## src/rtl/md_issue.sv

```systemverilog
// md_issue: issue stage between the E pipeline stage and the multiply/divide
// unit. Holds a one-cycle issue register plus a single-entry buffer so a new
// START/MT op can be accepted while the unit (or a just-issued op) is busy.
// MF reads bypass the issue register combinationally when not stalled.
// Optional feature: define MD_DIV0_SKIP_EN to drop div/divu with B == 0 at
// issue and report it on div0 instead.

`ifndef MD_NONE
`define MD_NONE  4'd0
`define MD_mult  4'd1
`define MD_multu 4'd2
`define MD_div   4'd3
`define MD_divu  4'd4
`define MD_mthi  4'd5
`define MD_mtlo  4'd6
`define MD_mfhi  4'd7
`define MD_mflo  4'd8
`endif

module md_issue #(
    parameter int STALL_CNT_W = 32
) (
    input  logic                   clk,
    input  logic                   reset,
    input  logic                   Req,
    input  logic                   in_valid,
    input  logic [3:0]             in_op,
    input  logic [31:0]            in_A,
    input  logic [31:0]            in_B,
    input  logic                   md_busy,
    output logic                   in_stall,
    output logic                   md_start,
    output logic [3:0]             md_op,
    output logic [31:0]            md_A,
    output logic [31:0]            md_B,
    output logic                   div0,
    output logic [STALL_CNT_W-1:0] stall_cycles
);

    // Op codes that kick off a multiply/divide operation.
    function automatic logic op_is_start(input logic [3:0] op);
        logic r;
        case (op)
            `MD_mult, `MD_multu, `MD_div, `MD_divu: r = 1'b1;
            default:                                r = 1'b0;
        endcase
        return r;
    endfunction

    // Op codes that write HI/LO.
    function automatic logic op_is_mt(input logic [3:0] op);
        logic r;
        case (op)
            `MD_mthi, `MD_mtlo: r = 1'b1;
            default:            r = 1'b0;
        endcase
        return r;
    endfunction

    // Op codes that read HI/LO.
    function automatic logic op_is_mf(input logic [3:0] op);
        logic r;
        case (op)
            `MD_mfhi, `MD_mflo: r = 1'b1;
            default:            r = 1'b0;
        endcase
        return r;
    endfunction

    // Divide op codes (subject to the divide-by-zero drop).
    function automatic logic op_is_div(input logic [3:0] op);
        logic r;
        case (op)
            `MD_div, `MD_divu: r = 1'b1;
            default:           r = 1'b0;
        endcase
        return r;
    endfunction

    logic                   md_start_r;
    logic [3:0]             md_op_r;
    logic [31:0]            md_a_r;
    logic [31:0]            md_b_r;
    logic                   buf_valid_r;
    logic [3:0]             buf_op_r;
    logic [31:0]            buf_a_r;
    logic [31:0]            buf_b_r;
    logic [STALL_CNT_W-1:0] stall_cnt_r;

    logic                   issue_class_s;
    logic                   read_class_s;
    logic                   pend_s;
    logic                   busy_eff_s;
    logic                   in_stall_s;
    logic                   accept_s;
    logic                   read_s;
    logic                   iss_valid_s;
    logic [3:0]             iss_op_s;
    logic [31:0]            iss_a_s;
    logic [31:0]            iss_b_s;
    logic                   buf_load_s;
    logic                   skip_s;

    assign issue_class_s = op_is_start(in_op) | op_is_mt(in_op);
    assign read_class_s  = op_is_mf(in_op);

    // An op sitting in the issue register still counts as busy for one cycle.
    assign pend_s     = (md_op_r != `MD_NONE);
    assign busy_eff_s = md_busy | pend_s;

    // Stall decision: START/MT only wait when the buffer is already full,
    // MF must wait for all outstanding work to drain.
    always_comb begin
        in_stall_s = 1'b0;
        if (!reset || Req) begin
            in_stall_s = 1'b0;
        end else if (!in_valid) begin
            in_stall_s = 1'b0;
        end else if (issue_class_s) begin
            in_stall_s = buf_valid_r & busy_eff_s;
        end else if (read_class_s) begin
            in_stall_s = busy_eff_s | buf_valid_r;
        end else begin
            in_stall_s = 1'b0;
        end
    end

    assign accept_s = reset & ~Req & in_valid & issue_class_s & ~in_stall_s;
    assign read_s   = reset & ~Req & in_valid & read_class_s  & ~in_stall_s;

    // Issue selection: the buffer always goes first; a new op that cannot
    // issue this edge (busy, or behind the buffer) is captured in the buffer.
    always_comb begin
        iss_valid_s = 1'b0;
        iss_op_s    = in_op;
        iss_a_s     = in_A;
        iss_b_s     = in_B;
        buf_load_s  = 1'b0;
        if (busy_eff_s) begin
            iss_valid_s = 1'b0;
            buf_load_s  = accept_s;
        end else if (buf_valid_r) begin
            iss_valid_s = 1'b1;
            iss_op_s    = buf_op_r;
            iss_a_s     = buf_a_r;
            iss_b_s     = buf_b_r;
            buf_load_s  = accept_s;
        end else begin
            iss_valid_s = accept_s;
            buf_load_s  = 1'b0;
        end
    end

`ifdef MD_DIV0_SKIP_EN
    assign skip_s = iss_valid_s & op_is_div(iss_op_s) & (iss_b_s == 32'd0);
`else
    assign skip_s = 1'b0;
`endif

    // Issue register and one-entry buffer.
    always_ff @(posedge clk) begin
        if (!reset) begin
            md_start_r  <= 1'b0;
            md_op_r     <= `MD_NONE;
            md_a_r      <= 32'd0;
            md_b_r      <= 32'd0;
            buf_valid_r <= 1'b0;
            buf_op_r    <= `MD_NONE;
            buf_a_r     <= 32'd0;
            buf_b_r     <= 32'd0;
        end else if (Req) begin
            md_start_r  <= 1'b0;
            md_op_r     <= `MD_NONE;
            buf_valid_r <= 1'b0;
            buf_op_r    <= `MD_NONE;
            buf_a_r     <= 32'd0;
            buf_b_r     <= 32'd0;
        end else begin
            if (iss_valid_s && !skip_s) begin
                md_start_r <= op_is_start(iss_op_s);
                md_op_r    <= iss_op_s;
                md_a_r     <= iss_a_s;
                md_b_r     <= iss_b_s;
            end else begin
                md_start_r <= 1'b0;
                md_op_r    <= `MD_NONE;
            end
            if (buf_load_s) begin
                buf_valid_r <= 1'b1;
                buf_op_r    <= in_op;
                buf_a_r     <= in_A;
                buf_b_r     <= in_B;
            end else if (iss_valid_s && buf_valid_r) begin
                buf_valid_r <= 1'b0;
            end else begin
                buf_valid_r <= buf_valid_r;
            end
        end
    end

`ifdef MD_DIV0_SKIP_EN
    logic div0_r;

    // One-cycle pulse for a divide dropped because its divisor was zero.
    always_ff @(posedge clk) begin
        if (!reset) begin
            div0_r <= 1'b0;
        end else if (Req) begin
            div0_r <= 1'b0;
        end else begin
            div0_r <= skip_s;
        end
    end

    assign div0 = div0_r;
`else
    assign div0 = 1'b0;
`endif

    // Saturating count of stalled cycles.
    always_ff @(posedge clk) begin
        if (!reset) begin
            stall_cnt_r <= {STALL_CNT_W{1'b0}};
        end else if (in_stall_s && (stall_cnt_r != {STALL_CNT_W{1'b1}})) begin
            stall_cnt_r <= stall_cnt_r + {{(STALL_CNT_W-1){1'b0}}, 1'b1};
        end else begin
            stall_cnt_r <= stall_cnt_r;
        end
    end

    assign in_stall     = in_stall_s;
    assign md_start     = md_start_r;
    assign md_op        = read_s ? in_op : md_op_r;
    assign md_A         = md_a_r;
    assign md_B         = md_b_r;
    assign stall_cycles = stall_cnt_r;

endmodule

```

## config.mk

```make
export PLATFORM = sky130hd
export DESIGN_NAME = md_issue
export DESIGN_NICKNAME = d
export VERILOG_FILES = /design/src/rtl/md_issue.sv
export SDC_FILE = /design/constraint.sdc
export NUM_CORES = 1
export LEC_CHECK = 0
export CORE_ASPECT_RATIO = 1.1
export CORE_MARGIN = 3
export CORE_UTILIZATION = 49
export DETAILED_ROUTE_END_ITERATION = 16
export GPL_TIMING_DRIVEN = 0
export HOLD_SLACK_MARGIN = 0.03
export PLACE_DENSITY = 0.89
export SYNTH_ARGS = -nofsm -noshare
export SYNTH_HDL_FRONTEND = slang
export SYNTH_SLANG_ARGS = --single-unit
```

## constraint.sdc

```tcl
create_clock -name clk -period 2.5 [get_ports clk]
set_input_delay 0.5 -clock clk [delete_from_list [all_inputs] [get_ports clk]]
set_output_delay 0.5 -clock clk [all_outputs]
set_load 0.02 [all_outputs]
```

==> results.txt, run 1 <==
----------------------------------------------------
[Status]
  Status ... finished with violations
  Failing checks ... setup timing

[Setup path]
  Data arrival, critical path ... 2070 ps
  Nature of the critical path startpoint ... flip-flop
  Nature of the critical path endpoint ... output port
  Highest-delay cell along the critical path ... or3_4
  Critical path capture point ... md_op[0]
  Critical path depth in cells ... 6
  R2R Setup Slk ... 100 ps
  Reg-to-reg endpoint ... md_B[28]
  Max stage delay on crit path ... 400 ps
  Worst R2R Start ... md_op_r[0]
  Family with the most delay on the worst path ... simple AND/OR/NAND/NOR gates
  Crit. Startpoint ... md_op_r[0]
  Required time of the critical path ... 2000 ps
  Cell count of the worst reg-to-reg path ... 8
  Type of the setup path with the least slack ... flip-flop to output port
  Crit path cell chain ... or3_4 > or2_4 > nor4_4 > nand2_1 > nand2b_1 > buf_6
  Number of buffers and inverters on the critical path ... 1
  Crit path max fanout ... 3

[Placed design]
  Post-place instance area ... 9140 µm²
  Sum of net half-perimeters after detailed placement ... 14000 µm
  Number of port buffers ... 174
  Worst slack at placement ... -1090 ps
  Gp weighted congestion ... 0.907

[Finish]
  Final instance area ... 9830 µm²
  Area delta synth->final ... 37.3%
  Diode insertion count for antenna repair ... 0
  Final nets ... 1109
  Ratio of cells with drive above 1 in the final layout ... 8.30%

[Clock tree]
  Num CTS Buffers ... 17
  Longest Clk Path Bufs ... 2
  Insertion delay of the later-clocked pin in the worst-skew pair ... 430 ps
  CTS tree ... done
  H-tree levels ... 4
  Number of hold-repair buffers added at the cts stage ... 0
  Clock sinks ... 170
  Cell chosen for the clock root ... clkbuf_16
  Clock-pin slew on the worst setup and hold paths ... 60 ps

[Die]
  Cell Rows ... 45
  Width of the die ... 121 µm
  Standard cell core area ... 14100 µm²
  I/O pins ... 176
  Height of the die ... 133 µm
  Initial Utilization ... 50.9%
  Die ar. ... 16100 µm²

[Synth]
  Post-Synthesis Cells ... 837
  Yosys warning total ... 0
  Predominant post-synthesis flop cell ... dfxtp_1
  Post-synthesis sequential element count ... 170
  EDFF count, synth ... 0
  Net count after synthesis ... 911
  Sequential area share after synthesis ... 47.5%
  Synthesized area per cell ... 8.56 µm²
  Share of synthesized flip-flops with an asynchronous set or reset ... 0%
  Count of different cell masters after synthesis ... 49
  Mapped cell area ... 7160 µm²

[STA]
  Final Slew Violations ... 0
  Final TNS setup ... -159 ps
  Min setup slack post-route ... -66.9 ps
  Max_slew headroom ... 49.6%
  Hold violation total from the final report ... 0
  Setup-failing EPs final ... 5
  Hold_ws ... 453 ps
  Final critical-path share of the clock period ... 103%
  Skew final ... 8.57 ps
  Crit path time final ... 2570 ps
  Setup repair after global routing missed its margin ... yes
  Worst Max-Slew Pin Slew ... 756 ps
  Peak clock frequency supported by timing ... 0.390 GHz

[GRT]
  Number of global-route vias before repair ... 6408
  Number of antenna violations at the first check in global routing ... 0
  Global-route wire length before repair ... 32000 µm
  Maximum number of pins on one net before global-route repair ... 20
  Global route total overflow ... 0
  GRT Resource Usage Total ... 24.5%

[Drt]
  Drt initial violations ... 468
  Pre-Repair DR Iteration Count ... 5
  Via-to-Cell Ratio ... 5.52
  Total detailed-routing wirelength ... 20400 µm
  Routed vias ... 6819
  Post-route DRC violation count ... 0
  Antenna viol nets, final ... 0
  Routed length per placed instance ... 16.5 µm

[Power]
  Overall Power ... 5780 µW
  Ratio of total power to cell area ... 588 nW/µm²
  Maximum resistive drop on vdd ... 0.000413 V
  P_leak ... 0.00379 µW

[Hold path]
  Hold Crit Class ... flip-flop to flip-flop

[Job]
  Max-Cap Viols ... 0

----------------------------------------------------
kinds of logic (layout without fill, tap and decap cells):
family | count (synthesis) | in the layout | synth area share, %
simple gates | 345 | 345 | 21.7
compound gates | 169 | 169 | 14.9
other cells | 1 | 1 | 0.0524
xor+xnor | 6 | 6 | 0.734
buf+inv | 67 | 278 | 3.95
flops | 170 | 170 | 47.5
fa+ha+maj | 1 | 1 | 0.175
mux | 78 | 78 | 10.9
routing by layer:
layer / part of all wire (%) / global-route usage [%] / routed length, µm / up-vias
li1: - / - / - / 3310
met1: 41 / 29.9 / 8400 / 3189
met2: 50 / 41.6 / 10100 / 272
met3: 6.4 / 5.26 / 1300 / 48
met4: 2.9 / 10.6 / 597 / 0
met5: 0 / 0 / 0 / -
worst min-delay path by stage:
stage / startpoint / to / slack (ps) / cells past startpoint
4_1_cts: buf_a_r[1] / buf_a_r[1] / 450 / 2
6_report: buf_b_r[26] / buf_b_r[26] / 450 / 2
3_3_place_gp: buf_a_r[20] / buf_a_r[20] / 440 / 2
5_1_grt: buf_b_r[1] / buf_b_r[1] / 470 / 2
3_5_place_dp: buf_a_r[1] / buf_a_r[1] / 450 / 2
2_1_floorplan: buf_a_r[0] / buf_a_r[0] / 440 / 2
cells in the mapped netlist (4+ instances only):
master	instances	share of area [%]
and2_1	4	0.35
nand3_1	13	0.91
dfxtp_1	170	48
and3_1	4	0.35
nor3_1	8	0.56
mux2i_1	78	11
nand2b_1	9	0.79
xor2_1	4	0.49
inv_1	4	0.21
nand4_1	15	1.3
a211oi_1	65	6.8
clkbuf_1	39	2.0
buf_2	22	1.5
or3_1	7	0.61
nand2_1	167	8.8
nor2_1	92	4.8
or4_1	6	0.63
o21ai_0	7	0.49
nor4_1	4	0.35
a21oi_1	80	5.6
layout make-up:
| class | instances | area (µm²) |
|---|---|---|
| multi-input cells | 600 | 3550 |
| clock inverters | 11 | 121 |
| inverters | 4 | 15.0 |
| plain buffers | 62 | 268 |
| fillers | 1072 | 4250 |
| repair buffers | 180 | 1780 |
| flip-flops and latches | 170 | 3400 |
| clock buffers | 21 | 460 |
| well taps | 188 | 235 |
registers in the layout, indices dropped and copies added (netlist names):
signal / count
stall_cycles: 32
buf_valid_r: 1
buf_op_r: 4
md_op_r: 4
md_A: 32
buf_b_r: 32
buf_a_r: 32
md_start: 1
md_B: 32
where the power goes:
group / total, µW / switching, µW / internal [µW]
combinational: 432 / 224 / 208
clock: 2600 / 1080 / 1520
sequential: 2750 / 16.4 / 2730
cell usage in the layout, fill, tap and decap left out, types with 3 or more instances in the layout:
master and n:
a211oi_1 65, a21oi_1 80, and2_1 4, and3_1 4, buf_2 21, buf_4 8, buf_6 4, clkbuf_1 40
clkbuf_16 17, clkbuf_2 4, clkdlybuf4s50_1 163, clkinv_2 4, clkinv_4 3, dfxtp_1 170, inv_1 4, mux2i_1 78
nand2_1 166, nand2b_1 9, nand3_1 13, nand4_1 15, nor2_1 91, nor3_1 7, nor4_1 3, o21ai_0 7
o31ai_1 3, or3_1 6, or4_1 6, xor2_1 4
through the flow:
stage	std cells	util, %
CTS	1233	69.5
detailed placement	1199	64.9
global placement	1199	64.9
global route	1236	69.8
floorplan	837	-
finish	1236	69.8
worst min-delay path, cell delays in order, from the launching register on:
cell,delay [ps]
dfxtp_1,310
nand2_1,50
a21oi_1,50
what timing repair did:
action	in CTS	in global routing
gates resized for setup	43	16
pin swaps	6	7
setup buffers	3	3
setup endpoints to repair	128	101
Power figures use the tool's default switching activity.
==> inputs of run 2 (changes only) <==
--- a/config.mk
+++ b/config.mk
@@ -10,7 +10,7 @@
 export CORE_UTILIZATION = 49
 export DETAILED_ROUTE_END_ITERATION = 16
 export GPL_TIMING_DRIVEN = 0
-export HOLD_SLACK_MARGIN = 0.03
+export HOLD_SLACK_MARGIN = 0.08
 export PLACE_DENSITY = 0.89
 export SYNTH_ARGS = -nofsm -noshare
 export SYNTH_HDL_FRONTEND = slang
==> results of run 2 <==
No change in the layout: final DEF, timing and power equal those of run 1.
